**src/rtl/sbn_pkg.sv**
```systemverilog
// rtl/sbn_pkg.sv - shared constants for the SBN data-memory arbiter
package sbn_pkg;

    // Arbiter FSM encodings
    localparam logic [1:0] FREE   = 2'b00;
    localparam logic [1:0] LOCK_C = 2'b01;
    localparam logic [1:0] LOCK_H = 2'b10;

    // Requester identifiers, also used as round-robin pointer values
    typedef logic port_id_t;
    localparam port_id_t PORT_C = 1'b0;
    localparam port_id_t PORT_H = 1'b1;

    localparam int FWIDTH_DEF = 8;
    localparam int DWIDTH_DEF = 32;

    function automatic port_id_t other_port(input port_id_t p);
        return ~p;
    endfunction

endpackage

```
**src/rtl/sbn_lock_watchdog.sv**
```systemverilog
// rtl/sbn_lock_watchdog.sv - lock hold counter, forced release and relock blocking
module sbn_lock_watchdog
    import sbn_pkg::*;
#(
    parameter int lock_max = 16
) (
    input  logic     clk,
    input  logic     rst_n,
    input  logic     locked,
    input  port_id_t owner,
    input  logic     owner_lock,
    input  logic     start,
    input  logic     c_lock,
    input  logic     h_lock,
    output logic     expire,
    output logic     lock_err,
    output logic     c_blocked,
    output logic     h_blocked
);

    localparam logic [7:0] LIMIT = 8'(lock_max);

    logic [7:0] count;

    // The owner has used its whole budget and still wants the lock
    assign expire = locked & owner_lock & (count == LIMIT);

    // Count cycles of a held lock; a fresh lock starts at 1, anything else clears it
    always_ff @(posedge clk or negedge rst_n) begin
        if (!rst_n) begin
            count <= 8'd0;
        end else if (start) begin
            count <= 8'd1;
        end else if (locked && owner_lock && !expire) begin
            count <= (count == LIMIT) ? count : count + 8'd1;
        end else begin
            count <= 8'd0;
        end
    end

    // One-cycle error pulse in the cycle after a forced release
    always_ff @(posedge clk or negedge rst_n) begin
        if (!rst_n) begin
            lock_err <= 1'b0;
        end else begin
            lock_err <= expire;
        end
    end

    // A port whose lock was broken may not re-lock until it lets go of lock once
    always_ff @(posedge clk or negedge rst_n) begin
        if (!rst_n) begin
            c_blocked <= 1'b0;
            h_blocked <= 1'b0;
        end else begin
            if (expire && owner == PORT_C) begin
                c_blocked <= 1'b1;
            end else if (!c_lock) begin
                c_blocked <= 1'b0;
            end
            if (expire && owner == PORT_H) begin
                h_blocked <= 1'b1;
            end else if (!h_lock) begin
                h_blocked <= 1'b0;
            end
        end
    end

endmodule

```
**src/rtl/sbn_dmem_arbiter.sv**
```systemverilog
// rtl/sbn_dmem_arbiter.sv - round-robin, lockable arbiter for the SBN data memory
module sbn_dmem_arbiter
    import sbn_pkg::*;
#(
    parameter int fwidth   = FWIDTH_DEF,
    parameter int dwidth   = DWIDTH_DEF,
    parameter int lock_max = 16
) (
    input  logic              clk,
    input  logic              rst_n,
    input  logic              c_req,
    input  logic              c_we,
    input  logic              c_lock,
    input  logic [fwidth-1:0] c_addr,
    input  logic [dwidth-1:0] c_wdata,
    output logic              c_gnt,
    output logic              c_rvalid,
    output logic [dwidth-1:0] c_rdata,
    input  logic              h_req,
    input  logic              h_we,
    input  logic              h_lock,
    input  logic [fwidth-1:0] h_addr,
    input  logic [dwidth-1:0] h_wdata,
    output logic              h_gnt,
    output logic              h_rvalid,
    output logic [dwidth-1:0] h_rdata,
    output logic              mem_en,
    output logic              mem_we,
    output logic [fwidth-1:0] mem_addr,
    output logic [dwidth-1:0] mem_wdata,
    input  logic [dwidth-1:0] mem_rdata,
    output logic              lock_err
);

    logic [1:0]  state;
    logic [1:0]  state_next;
    port_id_t    rr_ptr;
    port_id_t    ptr_next;
    port_id_t    owner;
    logic        locked;
    logic        owner_lock;
    logic        gnt_c;
    logic        gnt_h;
    logic        start;
    logic        expire;
    logic        c_blocked;
    logic        h_blocked;
    logic [dwidth-1:0] c_hold;
    logic [dwidth-1:0] h_hold;

    assign locked     = (state != FREE);
    assign owner      = (state == LOCK_H) ? PORT_H : PORT_C;
    assign owner_lock = (owner == PORT_H) ? h_lock : c_lock;

    sbn_lock_watchdog #(
        .lock_max (lock_max)
    ) u_watchdog (
        .clk        (clk),
        .rst_n      (rst_n),
        .locked     (locked),
        .owner      (owner),
        .owner_lock (owner_lock),
        .start      (start),
        .c_lock     (c_lock),
        .h_lock     (h_lock),
        .expire     (expire),
        .lock_err   (lock_err),
        .c_blocked  (c_blocked),
        .h_blocked  (h_blocked)
    );

    // Grant decision: expiry beats everything, a held lock serves only its owner,
    // otherwise (including the cycle the owner drops lock) arbitrate round-robin
    always_comb begin
        gnt_c      = 1'b0;
        gnt_h      = 1'b0;
        state_next = state;
        ptr_next   = rr_ptr;
        start      = 1'b0;
        if (expire) begin
            state_next = FREE;
            ptr_next   = other_port(owner);
        end else if (locked && owner_lock) begin
            gnt_c = (owner == PORT_C) && c_req;
            gnt_h = (owner == PORT_H) && h_req;
        end else begin
            state_next = FREE;
            if (c_req && (!h_req || rr_ptr == PORT_C)) begin
                gnt_c = 1'b1;
            end else if (h_req) begin
                gnt_h = 1'b1;
            end
            if (gnt_c) begin
                ptr_next = PORT_H;
                if (c_lock && !c_blocked) begin
                    state_next = LOCK_C;
                    start      = 1'b1;
                end
            end else if (gnt_h) begin
                ptr_next = PORT_C;
                if (h_lock && !h_blocked) begin
                    state_next = LOCK_H;
                    start      = 1'b1;
                end
            end
        end
    end

    // Grants and memory strobes stay quiet while reset is asserted
    assign c_gnt     = gnt_c & rst_n;
    assign h_gnt     = gnt_h & rst_n;
    assign mem_en    = c_gnt | h_gnt;
    assign mem_we    = h_gnt ? h_we : (c_gnt & c_we);
    assign mem_addr  = h_gnt ? h_addr : c_addr;
    assign mem_wdata = h_gnt ? h_wdata : c_wdata;

    // FSM state and round-robin pointer
    always_ff @(posedge clk or negedge rst_n) begin
        if (!rst_n) begin
            state  <= FREE;
            rr_ptr <= PORT_C;
        end else begin
            state  <= state_next;
            rr_ptr <= ptr_next;
        end
    end

    // Read responses: valid the cycle after a read grant, data held until the next read
    always_ff @(posedge clk or negedge rst_n) begin
        if (!rst_n) begin
            c_rvalid <= 1'b0;
            h_rvalid <= 1'b0;
            c_hold   <= '0;
            h_hold   <= '0;
        end else begin
            c_rvalid <= c_gnt & ~c_we;
            h_rvalid <= h_gnt & ~h_we;
            if (c_rvalid) begin
                c_hold <= mem_rdata;
            end
            if (h_rvalid) begin
                h_hold <= mem_rdata;
            end
        end
    end

    // The memory delivers data in the rvalid cycle; afterwards the captured copy is shown
    assign c_rdata = c_rvalid ? mem_rdata : c_hold;
    assign h_rdata = h_rvalid ? mem_rdata : h_hold;

endmodule

```
**config.mk**
```make
export PLATFORM = sky130hd
export DESIGN_NAME = sbn_dmem_arbiter
export DESIGN_NICKNAME = d
export VERILOG_FILES = /design/src/rtl/sbn_pkg.sv /design/src/rtl/sbn_lock_watchdog.sv /design/src/rtl/sbn_dmem_arbiter.sv
export SDC_FILE = /design/constraint.sdc
export NUM_CORES = 1
export LEC_CHECK = 0
export ABC_AREA = 1
export BUFFER_PORTS_ARGS = -buffer_cell sky130_fd_sc_hd__buf_4
export CORE_UTILIZATION = 47
export CTS_CLUSTER_DIAMETER = 30
export DETAILED_ROUTE_END_ITERATION = 8
export PLACE_DENSITY_LB_ADDON = 0.08
export SYNTH_ARGS = -nofsm -noshare
export SYNTH_HDL_FRONTEND = slang
export SYNTH_HIERARCHICAL = 1
export SYNTH_SLANG_ARGS = --single-unit
```
**constraint.sdc**
```tcl
create_clock -name clk -period 7.8 [get_ports clk]
set_input_delay 2.34 -clock clk [delete_from_list [all_inputs] [get_ports clk]]
set_output_delay 2.34 -clock clk [all_outputs]
set_load 0.005 [all_outputs]
```
==> metrics.csv <==
metric,value,unit
final hold slack,0.485,ns
CP max-delay cell,nand2_2,
number of synthesized register bits,80,
die height,92.9,µm
"Buf+Inv Stages, Crit Path",5,
maxcap violations,0,
cell repeated most along the worst path,nand2_1,
pin count of the biggest net entering global routing,81,
fraction of registers with async set/reset,100,%
fin worst setup slack,1.17,ns
initial antenna violation count,0,
Clk network pwr share,27.6,%
GRT overflow,0,
"Req. time, crit path",5.46,ns
via count,3618,
Initial DRC Count,118,
# diodes,0,
switch share,25.9,%
initial core utilization,49.5,%
DR vias/cell,5.00,
Total Wirelength,10900,µm
"Seq/Total Area, Yosys",51.5,%
CP startpoint kind,input pin,
clock root buffer,clkbuf_8,
layout cells sized above 1,53.1,%
CTS Buffer Depth,2,
reg2reg setup slack,5.57,ns
worst r2r dst,h_rvalid$_DFF_PN0_,
outcome,"finished, final reports clean",
GRT busiest layer,met2,
Int Pwr,1040,µW
core area,7850,µm²
H-tree level count,3,
Netlist Area Pre-Place,3890,µm²
met1 usage,30.7,%
post-DP HPWL,8280,µm
"Top FF cell, synth",dfrtp_1,
Synth warnings,6,
slew of the pin with the lowest slew margin,0.964,ns
CP Class,in -> out,
Die X,92.9,µm
synth top area cells,"dfrtp_1 52%, mux2_2 17%, nand2_1 11%, nand3_1 6.1%, buf_2 1.8%",
Crit path max-delay family,simple AND/OR/NAND/NOR gates,
Sw Pwr,363,µW
Synth area leader,dfrtp_1,
number of synthesized flops with an enable pin,0,
Final min period,6.63,ns
GRT Overall Usage,24.9,%
RR Startpoint,state[0]$_DFFE_PN0P_,
setup TNS,0,ns
hold_buf cts,0,
"Hold Violations, Final",0,
first-pass GRT wire length,16400,µm
met2 Track Usage GR,42.0,%
unrepaired setup endpoints after global routing,no,
CP max FO,43,
synth cell count leaders,"116 x nand2_1, 80 x dfrtp_1, 60 x mux2_2",
CP cell instances,buf_4 -> nand3_1 -> nand2_1 -> nand2_1 -> inv_1 -> nand2_2 -> inv_2 -> inv_2 -> nand2_1 -> nor3_4 -> nand2_2 -> nand2_1 -> nand2_1 -> buf_4,
Post-CTS Repair Setup Buffers,0,
Port Buffers,230,
sequential power share,38.8,%
"Clk pin slew, worst setup/hold paths",0.08,ns
"Arr. time, crit path",4.29,ns
Die ar.,8640,µm²
# setup viols final,0,
Synth top area share,51.5,%
Sink Count,80,
cts bufs inserted,9,
First-pass DRT Iterations,5,
number of global-route vias before repair,3458,
GP Congestion,0.885,
I/O pins,231,
crit-path max cell delay,0.45,ns
post-route ant nets,0,
CTS tree,yes,
Slew Limit Fails,0,
Setup WS pre-CTS,1.19,ns
r2r worst-path depth,13,
Worst-Skew Late Latency,0.34,ns
power per cell area,237,nW/µm²
syn nets,514,
maximum VDD drop,0.0979,mV
Syn-to-layout area delta,52.1,%
Worst slew margin,35.8,%
final period utilization,85.0,%
routed length per instance,15.1,µm
Hold Crit Class,reg -> reg,
crit path capture type,primary output,
Final #Nets,740,
library cells used by synthesis,27,
met3 GRT Util,6.24,%
end of the critical path,mem_addr[1],
post-cts resize count,0,
Crit. Startpoint,h_lock,
Worst path depth,14,
Tot Pwr,1400,µW
Clock Skew,0.0116,ns
max frequency,0.151,GHz
mean post-synth cell area,9.91,µm²
# rows,32,
detailed-route DRC error count,0,
cells after synthesis,392,
combinational power share,33.7,%
most instantiated library cell after synthesis,nand2_1,
Pleak,0.00310,µW
-- metrics by stage --
step,util (%),cell area [µm²],std cells
2_1_floorplan,-,3890,392
3_3_place_gp,72.1,5660,709
3_5_place_dp,72.1,5660,709
4_1_cts,75.3,5910,724
5_1_grt,75.3,5910,724
6_report,75.3,5910,724
-- power groups by stage --
stage | sequential, µW | combinational (µW) | clock [µW]
4_1_cts | 544 | 477 | 394
2_1_floorplan | 541 | 198 | 0
3_3_place_gp | 545 | 462 | 0
6_report | 543 | 472 | 386
3_5_place_dp | 552 | 475 | 0
5_1_grt | 553 | 512 | 409
-- layer usage --
metal	wire (µm)	part of all wire, %
met1	4440	41
met4	198	1.8
met2	5570	51
met5	0	0
met3	728	6.7
-- cell usage in the layout, fill, tap and decap left out, drive strengths merged, types with 4 or more instances in the layout --
cell type  netlist  layout
buf             18     235
nand2          122     122
dfrtp           80      80
mux2            64      64
nand3           48      48
nor2            22      22
inv             19      20
clkbuf           2      10
o21ai            7       7
bufinv           0       4
-- tightest hold or removal path: stages, from the launching register on --
cell     delay (ns)
dfrtp_1        0.35
nand2_1        0.05
nand2_1        0.06
-- area by class of cell --
type	count	area (µm²)
timing repair buffer	235	1760
clock inverter	5	129
fill	585	1940
tap	102	128
multi-input combinational	273	1690
clock buffer	10	128
inverter	19	71.3
sequential	80	2000
-- cells by family (layout without fill, tap and decap cells) --
kind of cell,Yosys count,in the layout,share of synthesized area (%)
and+or+nand+nor,195,195,22.3
DFF,80,80,51.5
muxes,64,64,18.5
buffers and inverters,39,269,4.99
AOI/OAI and AO/OA,9,9,1.32
xor gates and xnor gates,3,3,0.676
adders and majority gates,2,2,0.644
-- worst min-delay path by stage --
stage,slack (ns),depth (start not counted),endpoint,from
2_1_floorplan,0.45,2,u_watchdog/h_blocked$_DFFE_PN0P_,u_watchdog/h_blocked$_DFFE_PN0P_
3_3_place_gp,0.47,1,c_hold[0]$_DFF_PN0_,c_hold[0]$_DFF_PN0_
3_5_place_dp,0.47,2,u_watchdog/h_blocked$_DFFE_PN0P_,u_watchdog/h_blocked$_DFFE_PN0P_
4_1_cts,0.49,2,u_watchdog/h_blocked$_DFFE_PN0P_,u_watchdog/h_blocked$_DFFE_PN0P_
5_1_grt,0.51,1,h_hold[0]$_DFF_PN0_,h_hold[0]$_DFF_PN0_
6_report,0.49,2,u_watchdog/h_blocked$_DFFE_PN0P_,u_watchdog/h_blocked$_DFFE_PN0P_
-- sequential cells by signal, indices dropped and copies added, names as in the netlist, 2 cells and up --
name,cells
h_hold,32
state,2
c_hold,32
u_watchdog/count,8
No activity file was read; power rests on OpenSTA's default activity.
